## src/rtl/btb_pkg.sv

```systemverilog
// Shared types, geometry and helpers for the BTB controller and its update queue.
package btb_pkg;

  localparam int SETS     = 8;
  localparam int TAGW     = 27;
  localparam int IDXW     = 3;
  localparam int UQ_DEPTH = 2;

  localparam logic [1:0] ST_SNT   = 2'b00;
  localparam logic [1:0] ST_WNT   = 2'b01;
  localparam logic [1:0] ST_WT    = 2'b10;
  localparam logic [1:0] ST_ST    = 2'b11;
  localparam logic [1:0] ST_ALLOC = ST_WT;

  typedef enum logic {
    IDLE,
    WR
  } upd_state_e;

  typedef struct packed {
    logic [31:0] pc;
    logic        taken;
    logic [31:0] target;
  } upd_entry_t;

  function automatic logic [IDXW-1:0] btb_idx(input logic [31:0] pc);
    return pc[IDXW+1:2];
  endfunction

  function automatic logic [TAGW-1:0] btb_tag(input logic [31:0] pc);
    return pc[31:32-TAGW];
  endfunction

  function automatic logic [1:0] sat_inc(input logic [1:0] s);
    return (s == ST_ST) ? s : s + 2'd1;
  endfunction

  function automatic logic [1:0] sat_dec(input logic [1:0] s);
    return (s == ST_SNT) ? s : s - 2'd1;
  endfunction

endpackage

```

## src/rtl/btb_upd_fifo.sv

```systemverilog
// Small synchronous FIFO holding resolved-branch updates; DEPTH must be a power of 2.
module btb_upd_fifo #(
  parameter int DEPTH = 2,
  parameter int WIDTH = 8
) (
  input  logic             clk,
  input  logic             rst,
  input  logic             push,
  input  logic             pop,
  input  logic [WIDTH-1:0] din,
  output logic [WIDTH-1:0] dout,
  output logic             full,
  output logic             empty
);

  localparam int AW = (DEPTH > 1) ? $clog2(DEPTH) : 1;
  localparam logic [AW:0]   FULL_CNT = (AW+1)'(DEPTH);
  localparam logic [AW:0]   CNT_ONE  = (AW+1)'(1);
  localparam logic [AW-1:0] PTR_ONE  = AW'(1);

  logic [WIDTH-1:0] mem_q [DEPTH];
  logic [AW-1:0]    wr_ptr_q, wr_ptr_d;
  logic [AW-1:0]    rd_ptr_q, rd_ptr_d;
  logic [AW:0]      count_q, count_d;
  logic             push_ok, pop_ok;

  assign full    = (count_q == FULL_CNT);
  assign empty   = (count_q == '0);
  assign push_ok = push && !full;
  assign pop_ok  = pop && !empty;
  assign dout    = mem_q[rd_ptr_q];

  // NOTE: every always_comb output gets a default first, so no path leaves it unassigned and no latch is inferred.
  always_comb begin
    wr_ptr_d = wr_ptr_q;
    rd_ptr_d = rd_ptr_q;
    count_d  = count_q;
    if (push_ok) wr_ptr_d = wr_ptr_q + PTR_ONE;
    if (pop_ok)  rd_ptr_d = rd_ptr_q + PTR_ONE;
    case ({push_ok, pop_ok})
      2'b10:   count_d = count_q + CNT_ONE;
      2'b01:   count_d = count_q - CNT_ONE;
      default: count_d = count_q;
    endcase
  end

  // NOTE: sequential state uses non-blocking assignments so all flops update together at the edge.
  always_ff @(posedge clk) begin
    if (rst) begin
      wr_ptr_q <= '0;
      rd_ptr_q <= '0;
      count_q  <= '0;
    end else begin
      wr_ptr_q <= wr_ptr_d;
      rd_ptr_q <= rd_ptr_d;
      count_q  <= count_d;
    end
  end

  // NOTE: storage is not reset; the pointers and count decide what is readable, so stale words are harmless.
  always_ff @(posedge clk) begin
    if (push_ok) mem_q[wr_ptr_q] <= din;
  end

endmodule

```

## src/rtl/btb_ctrl.sv

```systemverilog
// BTB controller: registered 2-way lookup for fetch, plus a queued two-cycle
// read-modify-write engine that borrows the btb_file read port for updates.
module btb_ctrl
  import btb_pkg::*;
(
  input  logic            clk,
  input  logic            rst,
  input  logic            lk_valid,
  input  logic [31:0]     lk_pc,
  output logic            pred_valid,
  output logic            pred_hit,
  output logic            pred_taken,
  output logic [31:0]     pred_target,
  input  logic            flush,
  input  logic            upd_valid,
  output logic            upd_ready,
  input  logic [31:0]     upd_pc,
  input  logic            upd_taken,
  input  logic [31:0]     upd_target,
  output logic [IDXW-1:0] bf_rd_set,
  input  logic            bf_rd_valid0,
  input  logic            bf_rd_valid1,
  input  logic [TAGW-1:0] bf_rd_tag0,
  input  logic [TAGW-1:0] bf_rd_tag1,
  input  logic [31:0]     bf_rd_target0,
  input  logic [31:0]     bf_rd_target1,
  input  logic [1:0]      bf_rd_state0,
  input  logic [1:0]      bf_rd_state1,
  input  logic            bf_rd_lru,
  output logic            bf_wr_en,
  output logic [IDXW-1:0] bf_wr_set,
  output logic            bf_wr_way,
  output logic            bf_wr_valid,
  output logic [TAGW-1:0] bf_wr_tag,
  output logic [31:0]     bf_wr_target,
  output logic [1:0]      bf_wr_state,
  output logic            bf_wr_lru_en,
  output logic            bf_wr_lru_val
);

  upd_state_e  state_q, state_d;
  upd_entry_t  push_entry, head;
  logic [$bits(upd_entry_t)-1:0] fifo_dout;
  logic        fifo_full, fifo_empty, fifo_push, fifo_pop;

  logic        cap_hit_q, cap_hit_d;
  logic        cap_way_q, cap_way_d;
  logic [1:0]  cap_state0_q, cap_state0_d;
  logic [1:0]  cap_state1_q, cap_state1_d;
  logic        cap_valid0_q, cap_valid0_d;
  logic        cap_valid1_q, cap_valid1_d;
  logic        cap_lru_q, cap_lru_d;
  logic [31:0] cap_target_q, cap_target_d;

  logic        pred_valid_q, pred_valid_d;
  logic        pred_hit_q, pred_hit_d;
  logic        pred_taken_q, pred_taken_d;
  logic [31:0] pred_target_q, pred_target_d;

  logic        fsm_rd;
  logic [31:0] cmp_pc;
  logic        hit0, hit1, hit;
  logic [1:0]  sel_state, way_state;
  logic [31:0] sel_target;
  logic        victim;
  logic        unused_pc_lsbs;

  assign upd_ready  = !fifo_full;
  assign fifo_push  = upd_valid && upd_ready;
  assign fifo_pop   = (state_q == WR);
  assign push_entry = '{pc: upd_pc, taken: upd_taken, target: upd_target};
  assign head       = upd_entry_t'(fifo_dout);

  btb_upd_fifo #(
    .DEPTH (UQ_DEPTH),
    .WIDTH ($bits(upd_entry_t))
  ) u_fifo (
    .clk   (clk),
    .rst   (rst),
    .push  (fifo_push),
    .pop   (fifo_pop),
    .din   (push_entry),
    .dout  (fifo_dout),
    .full  (fifo_full),
    .empty (fifo_empty)
  );

  // The update engine owns the read port in its read cycle; fetch loses that lookup.
  always_comb begin
    fsm_rd     = (state_q == IDLE) && !fifo_empty;
    cmp_pc     = fsm_rd ? head.pc : lk_pc;
    bf_rd_set  = btb_idx(cmp_pc);
    hit0       = bf_rd_valid0 && (bf_rd_tag0 == btb_tag(cmp_pc));
    hit1       = bf_rd_valid1 && (bf_rd_tag1 == btb_tag(cmp_pc));
    hit        = hit0 || hit1;
    sel_state  = hit0 ? bf_rd_state0 : bf_rd_state1;
    sel_target = hit0 ? bf_rd_target0 : bf_rd_target1;
  end

  assign unused_pc_lsbs = ^{cmp_pc[1:0], head.pc[1:0]};

  always_comb begin
    pred_valid_d  = lk_valid && !fsm_rd && !flush;
    pred_hit_d    = 1'b0;
    pred_taken_d  = 1'b0;
    pred_target_d = '0;
    if (pred_valid_d) begin
      pred_hit_d    = hit;
      pred_taken_d  = hit && sel_state[1];
      pred_target_d = pred_taken_d ? sel_target : lk_pc + 32'd4;
    end
  end

  always_comb begin
    state_d      = state_q;
    cap_hit_d    = cap_hit_q;
    cap_way_d    = cap_way_q;
    cap_state0_d = cap_state0_q;
    cap_state1_d = cap_state1_q;
    cap_valid0_d = cap_valid0_q;
    cap_valid1_d = cap_valid1_q;
    cap_lru_d    = cap_lru_q;
    cap_target_d = cap_target_q;
    case (state_q)
      IDLE: begin
        if (!fifo_empty) begin
          cap_hit_d    = hit;
          cap_way_d    = !hit0;
          cap_state0_d = bf_rd_state0;
          cap_state1_d = bf_rd_state1;
          cap_valid0_d = bf_rd_valid0;
          cap_valid1_d = bf_rd_valid1;
          cap_lru_d    = bf_rd_lru;
          cap_target_d = sel_target;
          state_d      = WR;
        end
      end
      WR:      state_d = IDLE;
      default: state_d = IDLE;
    endcase
  end

  // Write-back; gated by rst so a reset landing on WR leaves the array untouched.
  always_comb begin
    way_state     = cap_way_q ? cap_state1_q : cap_state0_q;
    victim        = !cap_valid0_q ? 1'b0 : (!cap_valid1_q ? 1'b1 : cap_lru_q);
    bf_wr_en      = 1'b0;
    bf_wr_set     = '0;
    bf_wr_way     = 1'b0;
    bf_wr_valid   = 1'b0;
    bf_wr_tag     = '0;
    bf_wr_target  = '0;
    bf_wr_state   = ST_SNT;
    bf_wr_lru_en  = 1'b0;
    bf_wr_lru_val = 1'b0;
    if ((state_q == WR) && !rst && (cap_hit_q || head.taken)) begin
      bf_wr_en      = 1'b1;
      bf_wr_set     = btb_idx(head.pc);
      bf_wr_valid   = 1'b1;
      bf_wr_tag     = btb_tag(head.pc);
      bf_wr_lru_en  = 1'b1;
      if (cap_hit_q) begin
        bf_wr_way     = cap_way_q;
        bf_wr_state   = head.taken ? sat_inc(way_state) : sat_dec(way_state);
        bf_wr_target  = head.taken ? head.target : cap_target_q;
        bf_wr_lru_val = !cap_way_q;
      end else begin
        bf_wr_way     = victim;
        bf_wr_state   = ST_ALLOC;
        bf_wr_target  = head.target;
        bf_wr_lru_val = !victim;
      end
    end
  end

  always_ff @(posedge clk) begin
    if (rst) begin
      state_q       <= IDLE;
      cap_hit_q     <= 1'b0;
      cap_way_q     <= 1'b0;
      cap_state0_q  <= '0;
      cap_state1_q  <= '0;
      cap_valid0_q  <= 1'b0;
      cap_valid1_q  <= 1'b0;
      cap_lru_q     <= 1'b0;
      cap_target_q  <= '0;
      pred_valid_q  <= 1'b0;
      pred_hit_q    <= 1'b0;
      pred_taken_q  <= 1'b0;
      pred_target_q <= '0;
    end else begin
      state_q       <= state_d;
      cap_hit_q     <= cap_hit_d;
      cap_way_q     <= cap_way_d;
      cap_state0_q  <= cap_state0_d;
      cap_state1_q  <= cap_state1_d;
      cap_valid0_q  <= cap_valid0_d;
      cap_valid1_q  <= cap_valid1_d;
      cap_lru_q     <= cap_lru_d;
      cap_target_q  <= cap_target_d;
      pred_valid_q  <= pred_valid_d;
      pred_hit_q    <= pred_hit_d;
      pred_taken_q  <= pred_taken_d;
      pred_target_q <= pred_target_d;
    end
  end

  assign pred_valid  = pred_valid_q;
  assign pred_hit    = pred_hit_q;
  assign pred_taken  = pred_taken_q;
  assign pred_target = pred_target_q;

endmodule

```

## config.mk

```make
export PLATFORM = sky130hd
export DESIGN_NAME = btb_ctrl
export DESIGN_NICKNAME = d
export VERILOG_FILES = /design/src/rtl/btb_pkg.sv /design/src/rtl/btb_upd_fifo.sv /design/src/rtl/btb_ctrl.sv
export SDC_FILE = /design/constraint.sdc
export NUM_CORES = 1
export LEC_CHECK = 0
export ABC_AREA = 1
export CAP_MARGIN = 20
export CORE_MARGIN = 2
export CORE_UTILIZATION = 35
export CTS_CLUSTER_SIZE = 40
export DETAILED_ROUTE_END_ITERATION = 8
export PLACE_DENSITY = 0.62
export SETUP_SLACK_MARGIN = 0.05
export SLEW_MARGIN = 10
export SYNTH_ARGS = -nofsm -noshare
export SYNTH_HDL_FRONTEND = slang
export SYNTH_SLANG_ARGS = --single-unit
```

## constraint.sdc

```tcl
create_clock -name clk -period 5 [get_ports clk]
set_input_delay 0.75 -clock clk [delete_from_list [all_inputs] [get_ports clk]]
set_output_delay 0.75 -clock clk [all_outputs]
set_load 0.01 [all_outputs]
```

Yosys cells after proc, flatten, opt, wreduce, memory -nomap -nowiden
Memories as Yosys holds them, arrays and structs flattened. A register that Yosys moved wholly into a read port is not among the register bits.
Index checks and enable logic that the tools add are counted.
Word-level totals
  output and inout port bits: 108
  memories kept: 1
  logic and storage cells: 88
  bits of input ports: 227
  register bits: 81
  RAM bits: 130
Operators by class
  muxes and demuxes: 29
  bitwise gates (word level): 3
  equality and inequality tests: 6
  reductions and logical operators: 26
  add/sub/neg operators: 7
Memory list
  u_fifo.mem_q: words 2, bits a word 65, read ports 1, clocked after Yosys merged registers in 1, wr ports 1, line btb_upd_fifo.sv:21  | logic [WIDTH-1:0] mem_q [DEPTH];
Operators with widths (number)
  2-to-1 mux 32 bit: 6
  == test 27 bit: 2
  adder 32 x 3 -> 32 bit, second input constant: 1
  2-to-1 mux 27 bit: 1
  2-to-1 mux 2 bit: 7
  2-to-1 mux 1 bit: 12
  logical AND 1 bit: 11
  zero test 1 bit: 8
  == test 2 bit, second input constant: 3
  adder 2 x 1 -> 2 bit, second input constant: 2
  zero test 2 bit: 2
  case mux 2 bit (2 select lines): 1
  subtractor 2 x 1 -> 2 bit, second input constant: 2
  2-to-1 mux 3 bit: 1
  NOT 1 bit: 3
  adder 1 bit, second input constant: 2
  == test 2 x 1 -> 1 bit, second input constant: 1
  logical OR 1 bit: 2
  case mux 1 bit (2 select lines): 1
  AND reduction 2 bit: 1
  nonzero test 2 bit: 1
  OR reduction 2 bit: 1

Depth between registers and ports, before layout
  depth after elaboration: 9
  gate-level depth with buffers: 22
  depth with buffers taken out: 19

Hierarchy
A second synthesis with hierarchy kept.
Second synthesis, totals
  cell total of the unflattened synthesis: 1512
  area, all modules: 12029.0 µm²
Modules (own cells, without submodules)
  btb_ctrl: instances 1, seq. area each 1541.5 µm², area each 6887.9 µm², cells an instance 1270
  btb_upd_fifo: instances 1, seq. area each 4003.8 µm², area each 5141.2 µm², cells an instance 242

Worst setup path before layout
Ideal clock, no wire load.
  kind: input to register
  start point: input upd_valid
  end point: memory u_fifo.mem_q[1][0] (netlist bit) (enable)
  data required time: 4.514 ns
  cell stages on the path: 2
  library setup time: 0.486 ns
  arrival: 3.502 ns
  slack: 1.013 ns
  path buffers: 0
  cells stage by stage: nand2_1 -> nor2_1
On the way
  cells in the longest elaborated chain, start to end: 4
RTL lines
  start: declaration: line btb_ctrl.sv:15  | input logic upd_valid,
  logical AND 1 bit: line btb_ctrl.sv:69  | assign fifo_push = upd_valid && upd_ready;
  logical AND 1 bit: line btb_upd_fifo.sv:29  | assign push_ok = push && !full;
  2-to-1 mux 1 bit: line btb_upd_fifo.sv:62  | if (push_ok) mem_q[wr_ptr_q] <= din;
  2-to-1 mux 1 bit (not written as such): line btb_upd_fifo.sv:62
  end: declaration: line btb_upd_fifo.sv:21
Every way passes these cells.

==> run metrics <==
status finished clean; # diodes 0; crit path max-delay cell type inv_2; H-tree depth 1; post-place setup slack roughly 0.9 ns; Period minus WS final ~4.6 ns; largest cells by area after synthesis edfxtp_1 33%, nand2_1 17%, dfxtp_1 14%; largest net degree at the start of global routing 65; Die H around 190 um; fillcell total 3228; Peak supply drop 203 uV; FF-to-FF setup slack between 0.9 and 1 ns; post-layout util 0.493; WP data arrival slightly below 4 ns; initial antenna violation count 2; core area around 0.033 mm2; Max Cap Violations 0; Hold Violations, Final 0; CP max FO 35; Worst-Skew Late Latency between 0.5 and 0.6 ns; hold crit path type flop to flop; main combinational cell family by area after synthesis simple AND/OR/NAND/NOR gates; total gr overflow 0; number of global-route vias before repair ~11000; Worst path max stage delay about 0.62 ns; vias per inst between 5 and 6; antenna-violating nets left 0; Final nets 2091; area share of the largest cell type after synthesis 0.327; Synth Area in Simple Gates 0.333; Routed WL about 44 mm; M1 GR Usage 0.337; syn_nets 1790; port buffer count 332; drt wl/cell around 19 um; commonest non-fill, non-tap cell in the layout nand2_1; iteration-0 DRC count of the detailed router between 700 and 800; die area about 0.035 mm2; yosys warns 0; crit end category output pin; critical path class flop to output pin; Post-Synth XOR/XNOR Area 0.0166; Final Max Tran Viols 0; worst-margin pin slew roughly 0.84 ns; clock slew at reported path FFs 0.06 ns; first-pass GRT wire length approximately 65 mm; Top Usage Layer GRT met2; Cell Chain, Critical Path inv_2 > nand2_1 > nand2_1 > inv_1 > nand2_2 > buf_12 > nor2_1 > a311oi_1 > clkdlybuf4s50_1; GPL Wtd Cong ~0.93; Post-Synth Adder-Cell Area 0.00216; Synth Cell Area approximately 0.012 mm2; Setup TNS Final 0 ns; Most common cell on crit path nand2_1; final setup margin approximately 0.38 ns; Synth cell types 37; Cells after DPL 2277; CP required between 4 and 5 ns; sequential area share after synthesis 0.468; Synth area leader edfxtp_1; most frequent cells in the layout 534 x nand2_1, 332 x clkdlybuf4s50_1, 160 x nand3_1, 157 x inv_1, 144 x nor2_1; IO Count between 300 and 400; clock sinks between 200 and 250; pwr dens 318 mW/mm2; Reg2Reg Depth 17; Layout Cells excl Fill 2323; Slew HR 0.439; Final Setup Violations 0; Post-Syn Instances between 1500 and 2000; Synth Area in Compound Gates 0.0916; CTS tree done; leakage between 6 and 7 nW; Hold Crit Start u_fifo.rd_ptr_q$_SDFFE_PP0P_; layout cell share with drive strength beyond 1 0.0404; Worst setup SP type flop; RSZ-0062 raised after global routing no; mux share of post-synthesis cell area 0.00259; 1st-pass router iterations 5; Layout Skew ~0.02 ns; Vias ~12000; total CTS buffers 25; root buf cell clkbuf_16; # Post-CTS Setup Buffers 0; Chip Width around 190 um; Area Overhead vs Synth 38.6%; fmax 217 MHz; Post-DP HPWL around 33 mm; worst reg2reg endpoint pred_target[29]$_SDFF_PP0_; Synth Register Bits approximately 210; GR Util All Layers 0.250; Resized cells post-CTS 0; met2 Use GR 0.408; syn_area_per_cell roughly 7.4 um2; DRC viols 0; GR Util met3 0.0413; Hold-fix buffers, CTS 0; Longest Clk Path Bufs 3; final cycle utilization of the critical path 0.924; Initial Util 0.356; Worst Hold Depth 1; # rows 66
## cell type report
| cell class | instances | area, um2 | share of cell area |
|---|---|---|---|
| Clock buffer | 36 | 687 | 0.0428 |
| Clock inverter | 10 | 68.8 | 0.00429 |
| Inverter | 158 | 593 | 0.0369 |
| Multi-Input combinational cell | 1119 | 5220 | 0.325 |
| Sequential cell | 208 | 5430 | 0.338 |
| Tap cell | 442 | 553 | 0.0344 |
| Timing Repair Buffer | 350 | 3510 | 0.219 |
## per-stage QoR
stage                     hold slack (ns)  total power, W  area, um2
after floorplan                     0.426         0.00287      11600
after global placement              0.424         0.00343      15300
after detailed placement            0.440         0.00345      15300
after CTS                           0.442         0.00514      16100
after global routing                0.475         0.00539      16100
final                               0.453         0.00510      16100
## how the worst max path moves through the flow
stage,from,end,slack (ns)
floorplan,upd_valid,u_fifo.mem_q[1][0]$_DFFE_PP_,1.01
global placement,flop,bf_wr_target[16],0.93
detailed placement,flop,bf_wr_target[16],0.90
CTS,flop,bf_wr_target[16],0.30
global route,flop,bf_wr_target[16],0.1
finish,flop,bf_wr_target[16],0.38
## registers in the layout, summed over array words and instances (netlist names), 2 cells and up, named ones only
| signal | cells |
|---|---|
| pred_target | 32 |
| cap_state1_q | 2 |
| cap_target_q | 32 |
| cap_state0_q | 2 |
| u_fifo.mem_q | 126 |
| u_fifo.count_q | 2 |
## synthesized netlist by cell type
| library cell | count |
|---|---|
| a21boi_0 | 1 |
| nand4_1 | 9 |
| ha_1 | 2 |
| inv_2 | 1 |
| clkbuf_1 | 41 |
| or2_2 | 1 |
| a21oi_1 | 26 |
| nand2_1 | 535 |
| a32oi_1 | 1 |
| o21ai_0 | 91 |
| nor2_2 | 2 |
| and2_0 | 1 |
| mux2i_1 | 3 |
| buf_2 | 19 |
| buf_1 | 2 |
| nor3_1 | 11 |
| o21ai_4 | 1 |
| buf_4 | 5 |
| edfxtp_1 | 126 |
| a31oi_1 | 24 |
| nor2_4 | 4 |
| and3_1 | 1 |
| nor2_1 | 146 |
| nand3b_1 | 31 |
| xor2_1 | 20 |
| inv_1 | 157 |
| and2_1 | 2 |
| o21ai_1 | 1 |
| xnor2_1 | 2 |
| o21bai_1 | 1 |
| dfxtp_1 | 82 |
| nand2_2 | 8 |
| buf_6 | 9 |
| nand3_1 | 161 |
| nor4_1 | 1 |
| nor4_2 | 1 |
| a311oi_1 | 32 |
## power by group
part	total, W	internal (W)	switching, W
Sequential	0.00207	0.00199	0.0000785
Combinational	0.00135	0.000511	0.000838
Clock	0.00168	0.000959	0.000724
## critical path: cells and delay by family, from the launching register on
kind            cells  cell delay (ns)
simple gates        4             0.80
compound gates      1             0.38
flops               1             0.49
buf+inv             4             1.60
## kinds of logic after synthesis
| kind of cell | Yosys count |
|---|---|
| buf+inv | 234 |
| simple gates | 914 |
| compound gates | 178 |
| xor+xnor | 22 |
| mux | 3 |
| flops | 208 |
| fa+ha+maj | 2 |
## per-layer routing
metal / share of wire / routed length, um
met4: 0.034 / 1490
met2: 0.46 / 20300
met5: 0.00025 / 11
met3: 0.068 / 2970
met1: 0.44 / 19200
(Power assumes the default switching activity.)
